File: config.mk
export PLATFORM = sky130hd
export DESIGN_NAME = cache_arbiter
export DESIGN_NICKNAME = d
export VERILOG_FILES = /design/src/rtl/cache_arb_pkg.sv /design/src/rtl/cache_arbiter.sv
export SDC_FILE = /design/constraint.sdc
export NUM_CORES = 1
export LEC_CHECK = 0
export ABC_AREA = 1
export CAP_MARGIN = 20
export CORE_AREA = 10 10 627 629
export DETAILED_ROUTE_END_ITERATION = 8
export DIE_AREA = 0 0 637 639
export PLACE_DENSITY = 0.3
export SLEW_MARGIN = 20
export SYNTH_ARGS = -nofsm -noshare
export SYNTH_HDL_FRONTEND = slang
export SYNTH_SLANG_ARGS = --single-unit
File: constraint.sdc
create_clock -name clk -period 1.5 [get_ports clk]
set_input_delay 0.15 -clock clk [delete_from_list [all_inputs] [get_ports clk]]
set_output_delay 0.15 -clock clk [all_outputs]
set_load 0.01 [all_outputs]
File: src/rtl/cache_arb_pkg.sv
// Shared types and sizes for the cache arbiter.
package cache_arb_pkg;

   localparam int S_ADDR = 32;
   localparam int S_LINE = 256;

   typedef enum logic [1:0] {IDLE, SERVE_I, SERVE_D, DONE} arb_state_t;
   typedef enum logic {ICACHE, DCACHE} requester_t;

endpackage

File: src/rtl/cache_arbiter.sv
// Shares one line-wide physical-memory port between the I-side and D-side L1
// caches. One transaction at a time, round-robin on conflict, one DONE bubble
// after every completion so the served cache can drop its request.
//
// Handshake: each cache raises read or write and holds it, with address and
// data, until it sees its one-cycle resp pulse. Downstream, pmem_read/write
// are held until the one-cycle pmem_resp; rdata is only meaningful with resp.
module cache_arbiter
   import cache_arb_pkg::*;
#(
   parameter int s_addr = S_ADDR,
   parameter int s_line = S_LINE
) (
   input  logic              clk,
   input  logic              rst_n,
   input  logic              icache_pmem_read,
   input  logic              icache_pmem_write,
   input  logic [s_addr-1:0] icache_pmem_address,
   input  logic [s_line-1:0] icache_pmem_wdata,
   output logic              icache_pmem_resp,
   output logic [s_line-1:0] icache_pmem_rdata,
   input  logic              dcache_pmem_read,
   input  logic              dcache_pmem_write,
   input  logic [s_addr-1:0] dcache_pmem_address,
   input  logic [s_line-1:0] dcache_pmem_wdata,
   output logic              dcache_pmem_resp,
   output logic [s_line-1:0] dcache_pmem_rdata,
   output logic              pmem_read,
   output logic              pmem_write,
   output logic [s_addr-1:0] pmem_address,
   output logic [s_line-1:0] pmem_wdata,
   input  logic              pmem_resp,
   input  logic [s_line-1:0] pmem_rdata
);

   arb_state_t state, next_state;
   requester_t last_grant, next_grant;
   logic       i_pending, d_pending;

   assign i_pending = icache_pmem_read | icache_pmem_write;
   assign d_pending = dcache_pmem_read | dcache_pmem_write;

   // State register and round-robin pointer; reset parks the pointer on D so I wins first.
   always_ff @(posedge clk) begin
      if (!rst_n) begin
         state      <= IDLE;
         last_grant <= DCACHE;
      end else begin
         state      <= next_state;
         last_grant <= next_grant;
      end
   end

   // Next-state: grant from IDLE only, the pointer records whoever was granted last.
   always_comb begin
      next_state = state;
      next_grant = last_grant;
      case (state)
         IDLE: begin
            if (i_pending && d_pending) begin
               if (last_grant == DCACHE) begin
                  next_state = SERVE_I;
                  next_grant = ICACHE;
               end else begin
                  next_state = SERVE_D;
                  next_grant = DCACHE;
               end
            end else if (i_pending) begin
               next_state = SERVE_I;
               next_grant = ICACHE;
            end else if (d_pending) begin
               next_state = SERVE_D;
               next_grant = DCACHE;
            end
         end
         SERVE_I: if (pmem_resp) next_state = DONE;
         SERVE_D: if (pmem_resp) next_state = DONE;
         DONE:    next_state = IDLE;
         default: next_state = IDLE;
      endcase
   end

   // Output mux: downstream request follows the granted side's live inputs; write wins over read.
   always_comb begin
      pmem_read         = 1'b0;
      pmem_write        = 1'b0;
      pmem_address      = '0;
      pmem_wdata        = '0;
      icache_pmem_resp  = 1'b0;
      icache_pmem_rdata = '0;
      dcache_pmem_resp  = 1'b0;
      dcache_pmem_rdata = '0;
      case (state)
         SERVE_I: begin
            pmem_write        = icache_pmem_write;
            pmem_read         = icache_pmem_read & ~icache_pmem_write;
            pmem_address      = icache_pmem_address;
            pmem_wdata        = icache_pmem_wdata;
            icache_pmem_resp  = pmem_resp;
            icache_pmem_rdata = pmem_resp ? pmem_rdata : '0;
         end
         SERVE_D: begin
            pmem_write        = dcache_pmem_write;
            pmem_read         = dcache_pmem_read & ~dcache_pmem_write;
            pmem_address      = dcache_pmem_address;
            pmem_wdata        = dcache_pmem_wdata;
            dcache_pmem_resp  = pmem_resp;
            dcache_pmem_rdata = pmem_resp ? pmem_rdata : '0;
         end
         default: ;
      endcase
   end

   // Protocol checks: no read+write together, no request dropped while being served.
   always @(posedge clk) begin
      if (rst_n) begin
         assert (!(icache_pmem_read && icache_pmem_write));
         assert (!(dcache_pmem_read && dcache_pmem_write));
         if (state == SERVE_I) assert (i_pending);
         if (state == SERVE_D) assert (d_pending);
      end
   end

endmodule

==> results of run 1 <==
registers in the layout, summed over array words and instances, names as in the netlist:
| name | count |
|---|---|
| state | 2 |
| last_grant | 1 |
through the flow:
step / hold slack (ps) / util
2_1_floorplan: 300 / -
3_3_place_gp: 464 / 0.0985
3_5_place_dp: 467 / 0.0985
4_1_cts: 476 / 0.106
5_1_grt: 496 / 0.111
6_report: 479 / 0.111
cells in the mapped netlist:
cell type / n
clkinv_1: 1
buf_6: 23
clkbuf_1: 58
o21ai_0: 1
dfxtp_1: 3
buf_4: 4
inv_2: 2
nor2_1: 7
buf_2: 109
ha_1: 6
nor3_1: 312
nand3_1: 4
inv_1: 266
a21oi_1: 293
buf_1: 14
nor3_2: 200
nand2_1: 592
nand3b_1: 1
cell type report:
| cell class | instances | area [sq um] |
|---|---|---|
| tap | 5038 | 6300 |
| antenna | 36 | 90.1 |
| sequential | 3 | 65.1 |
| clock buffer | 4 | 78.8 |
| fill | 44200 | 339000 |
| timing repair inverter | 2 | 36.3 |
| multi-input combinational | 1416 | 9710 |
| timing repair buffer | 2202 | 24800 |
| inverter | 269 | 1070 |
where the power goes:
part	switching [W]	internal (W)
registers	0.0000331	0.000125
clock network	0.0000725	0.000351
logic	0.0295	0.0240
worst max-delay path, stage by stage (launching register included):
cell	delay, ps
dfxtp_4	370
inv_4	40
buf_6	110
ha_4	280
buf_12	120
inv_16	50
buf_12	220
a21oi_4	390
buf_6	170
buf_12	100
worst paths after layout:
check	startpoint	end	slack, ps	cells past startpoint
worst max-delay path	state[1]	pmem_wdata[158]	-810	9
worst min-delay path	last_grant	last_grant	480	2
worst max register to register	state[1]	state[1]	-250	12
worst min register to register	last_grant	last_grant	480	2
placed cells by master (no fill, tap or decap), drive strengths merged:
master	instances
clkinv	1
nand3b	1
a21oi	293
clkbuf	35
dlygate4sd2	399
nor3	512
nor2	7
buf	896
nand3	4
clkdlybuf4s15	17
o21ai	1
bufbuf	3
inv	270
ha	6
dfxtp	3
clkdlybuf4s50	856
nand2	592
diode	36
what timing repair did:
action,in CTS,in global routing
endpoints found under the hold margin,0,0
resized for setup,1119,388
setup endpoints to repair,806,806
setup buffers,54,27
gates cloned,22,29
pin swaps,90,54
kinds of logic after synthesis:
family	count (synthesis)	share of synthesized area
flops	3	0.00628
fa+ha+maj	6	0.00785
compound gates	294	0.154
buf+inv	477	0.221
simple gates	1116	0.611
metal layers:
metal | routed length, um | GRT usage | vias up
li1 | - | - | 10100
met1 | 108000 | 0.143 | 11100
met2 | 163000 | 0.275 | 1641
met3 | 51300 | 0.111 | 618
met4 | 7640 | 0.0153 | 182
met5 | 1160 | 0 | -
==> results.txt, run 1 <==
Max_slew headroom: 0.692
Lkg Pwr: 16.4 nW
1st-pass router iterations: 5
Yosys warns: 0
Cells after DPL: 8833
Syn_area_per_cell: 5.04 sq um
Final Power: 0.0541 W
Syn Inst Count: 1896
Startpoint class of the critical path: flop
Htree depth: 1
Routed vias/inst: 2.64
HP Class: flop to flop
Final setup vio count: 806
Pre-CTS setup slack: -1680 ps
Clk root buf: clkbuf_16
HPWL after DPL: 304 mm
Unrepaired setup endpoints after global routing: true
Failing checks: setup timing
Post-synth top area share: 0.232
Req. time, crit path: 1350 ps
Mapped Nets: 2741
PD cells: 1280 mW/mm^2
Final instance area: 0.0422 sq mm
Final ANT Viol Nets: 0
Clock slew at reported path FFs: 30 ps
Routed len/inst: 37.0 um
Register bit total from synthesis: 3
Placer Congestion: 0.939
Area grow syn2layout: 341%
Max Slew Vio Count: 0
Max VDD drop: 0.000699 V
Fmax: 432 MHz
Largest net degree at the start of global routing: 52
Total grt overflow: 0
Number of global-route vias before repair: 23400
I/O Pins: 1643
Critical path data arrival time: 2160 ps
Max-Cap Viols: 0
Layout cells sized above 1: 0.382
Placed cell area: 0.0375 sq mm
First-pass GRT wire length: 382 mm
Min Tclk post-route: 2310 ps
Count of cell types in the netlist: 18
DRC errors left: 0
# port buffers: 1642
Final period utilization: 1.54
Critical path endpoint category: primary output
Clock buffer depth: 2
Hold buffer count at CTS: 0
Via count: 23700
Die X: 637 um
Total track usage: 0.152
1st-iter DRT viols: 1467
Final cell count without fillers: 8970
Final Hold Fails: 0
Critical-path maximum fanout: 19
Seq/Total Area, Yosys: 0.00628
Post-Syn Area: 0.00956 sq mm
Status: complete, but fails checks
Core area: 0.381 sq mm
Final worst setup slack: -814 ps
CTS Buf Count: 3
Die height: 639 um
Antenna violations before repair: 305
CTS Sinks: 3
Area leader, netlist: nand2_1
Setup TNS Final: -498270 ps
Initial core utilization: 0.0251
Worst-Margin Slew: 461 ps
Critical path class: flop to primary output
Number of nets in the layout: 4742
Final clock skew: 3.06 ps
CTS tree: yes
Site Rows: 227
Largest cells by area after synthesis: nand2_1 23%, nor3_2 21%, nor3_1 16%, a21oi_1 15%, inv_1 10%
Worst-skew pair later-pin latency: 220 ps
Die Footprint: 0.407 sq mm
Total Routed Length: 332 mm
Power figures use the tool's default switching activity.
==> inputs of run 2 (changes only) <==
--- a/config.mk
+++ b/config.mk
@@ -11,7 +11,7 @@
 export DETAILED_ROUTE_END_ITERATION = 8
 export DIE_AREA = 0 0 637 639
 export PLACE_DENSITY = 0.3
-export SLEW_MARGIN = 20
+export RECOVER_POWER = 100
 export SYNTH_ARGS = -nofsm -noshare
 export SYNTH_HDL_FRONTEND = slang
 export SYNTH_SLANG_ARGS = --single-unit
==> constraint.sdc (replaced) <==
create_clock -name clk -period 1.5 [get_ports clk]
set_input_delay 0.45 -clock clk [delete_from_list [all_inputs] [get_ports clk]]
set_output_delay 0.45 -clock clk [all_outputs]
set_load 0.01 [all_outputs]
==> run 2 against run 1 <==
  * Wire length decreased by 8.7%
  * Final cell count fell by 0.94%
  * Non-clock buffer count down 77
  * First-iteration DRC count shrank 5.4%
  * Core utilization decreased by 0.44 points
  * Register-to-register slack better by 50 ps
  * Flip-flop and latch count unchanged
  * Design area down 4.0%
  * Clock skew shrank 2.5 ps
  * The run still ends with setup timing left
  * Largest power group unchanged
  * Sequential share of layout area is essentially flat
==> results.txt, run 2 (synthesis results as in run 1) <==
Clk root buf: clkbuf_16
Filler cell count: 44300
Critical path endpoint category: primary output
Worst-skew pair later-pin latency: 230 ps
Final setup vio count: 807
Most common cell after layout, fill and taps aside: clkdlybuf4s50_1
Max VDD drop: 0.000737 V
Critical path class: flop to primary output
Total Routed Length: 303 mm
Storage cell area: 65.1 sq um
1st-pass router iterations: 7
HPWL after DPL: 281 mm
Biggest regs: state x2, last_grant x1
Core area: 0.381 sq mm
HP Class: flop to flop
I/O Pins: 1643
Final clock skew: 0.577 ps
Biggest register: state
1st-iter DRT viols: 1388
Startpoint class of the critical path: flop
Final period utilization: 1.87
Clock slew at reported path FFs: 30 ps
Cells after DPL: 8778
Routed vias/inst: 2.58
Total track usage: 0.139
Req. time, crit path: 1050 ps
Htree depth: 1
Die X: 637 um
Fmax: 357 MHz
Clock buffer depth: 2
Placer Congestion: 0.916
Die Footprint: 0.407 sq mm
Critical-path maximum fanout: 27
CTS tree: yes
Routed len/inst: 34.1 um
Min Tclk post-route: 2800 ps
Via count: 22900
PD cells: 1170 mW/mm^2
CTS Sinks: 3
Largest net degree at the start of global routing: 52
Unrepaired setup endpoints after global routing: true
Layout cells sized above 1: 0.371
Most frequent cells in the layout: 1017 x clkdlybuf4s50_1, 576 x nand2_1, 444 x buf_4
DRC errors left: 0
Area grow syn2layout: 324%
Final worst setup slack: -1300 ps
Status: complete, but fails checks
Final Hold Fails: 0
Critical path data arrival time: 2350 ps
Setup TNS Final: -801340 ps
Max FFs per register: 2
Final ANT Viol Nets: 0
Antenna violations before repair: 226
Final Power: 0.0473 W
Number of global-route vias before repair: 23300
Max_slew headroom: 0.485
Site Rows: 227
Max Slew Vio Count: 0
Failing checks: setup timing
First-pass GRT wire length: 354 mm
Total grt overflow: 0
Die height: 639 um
Initial core utilization: 0.0251
Max-Cap Viols: 0
Area occupied by multi-input gates: 0.00955 sq mm
Number of nets in the layout: 4663
CTS Buf Count: 3
Lkg Pwr: 15.2 nW
Worst-Margin Slew: 772 ps
Hold buffer count at CTS: 0
# port buffers: 1642
Final cell count without fillers: 8886
-- run 2: cell count changes in the layout (fill, tap and decap cells not counted), sizes merged, moves of 5 or more --
cell           before   now
buf               896   833
clkbuf             35    58
clkdlybuf4s15      17     4
clkdlybuf4s50     856  1017
diode              36    31
dlygate4sd2       399   157
dlymetal6s2s        0    55
-- run 2: repair_timing --
item	in CTS	in global routing
setup endpoints to repair	806	807
pin swaps	3	17
gates resized for setup	310	392
setup buffers	5	39
gates cloned	10	22
-- run 2: final cells by class --
class	count	share of cell area
repair buffers	2125	0.577
multi-input cells	1416	0.236
well taps	5038	0.156
inverters	269	0.0262
clock buffers	4	0.00195
diodes	31	0.00192
flip-flops and latches	3	0.00161
-- run 2: worst max-delay path: stages (launching register included) --
cell       delay [ps]
dfxtp_2           340
inv_4             100
ha_2              240
inv_8              90
clkbuf_16         350
clkbuf_4          200
buf_4             160
nor3_1            170
buf_2             190
-- run 2: worst paths after layout --
path,start,end,slack (ps),depth (start not counted)
worst max-delay path,state[1],icache_pmem_rdata[27],-1300,8
worst min register to register,last_grant,last_grant,470,2
worst min-delay path,last_grant,last_grant,470,2
worst max register to register,state[1],state[1],-200,10
-- run 2: per-stage QoR --
step / util / hold WS (ps) / setup slack (ps) / cell area, sq um
after floorplan: - / 430 / -264 / 11600
after global placement: 0.102 / 457 / -1730 / 38900
after detailed placement: 0.102 / 460 / -1690 / 38900
after CTS: 0.104 / 468 / -1260 / 39400
after global routing: 0.106 / 492 / -1270 / 40500
final: 0.106 / 470 / -1300 / 40500
-- run 2: per-layer routing --
metal / vias up / track usage / wire, um
li1: 9951 / - / -
met1: 11000 / 0.139 / 104000
met2: 1422 / 0.283 / 169000
met3: 466 / 0.0473 / 24900
met4: 66 / 0.0119 / 4910
met5: - / 0 / 470
-- run 2: report_power, final --
group          leakage [nW]  total (W)  switching (W)  internal (W)
registers            0.0259   0.000178      0.0000504      0.000128
clock network        0.0383   0.000431      0.0000800      0.000351
logic                  15.1     0.0466         0.0263        0.0204
total                  15.2     0.0473         0.0264        0.0208
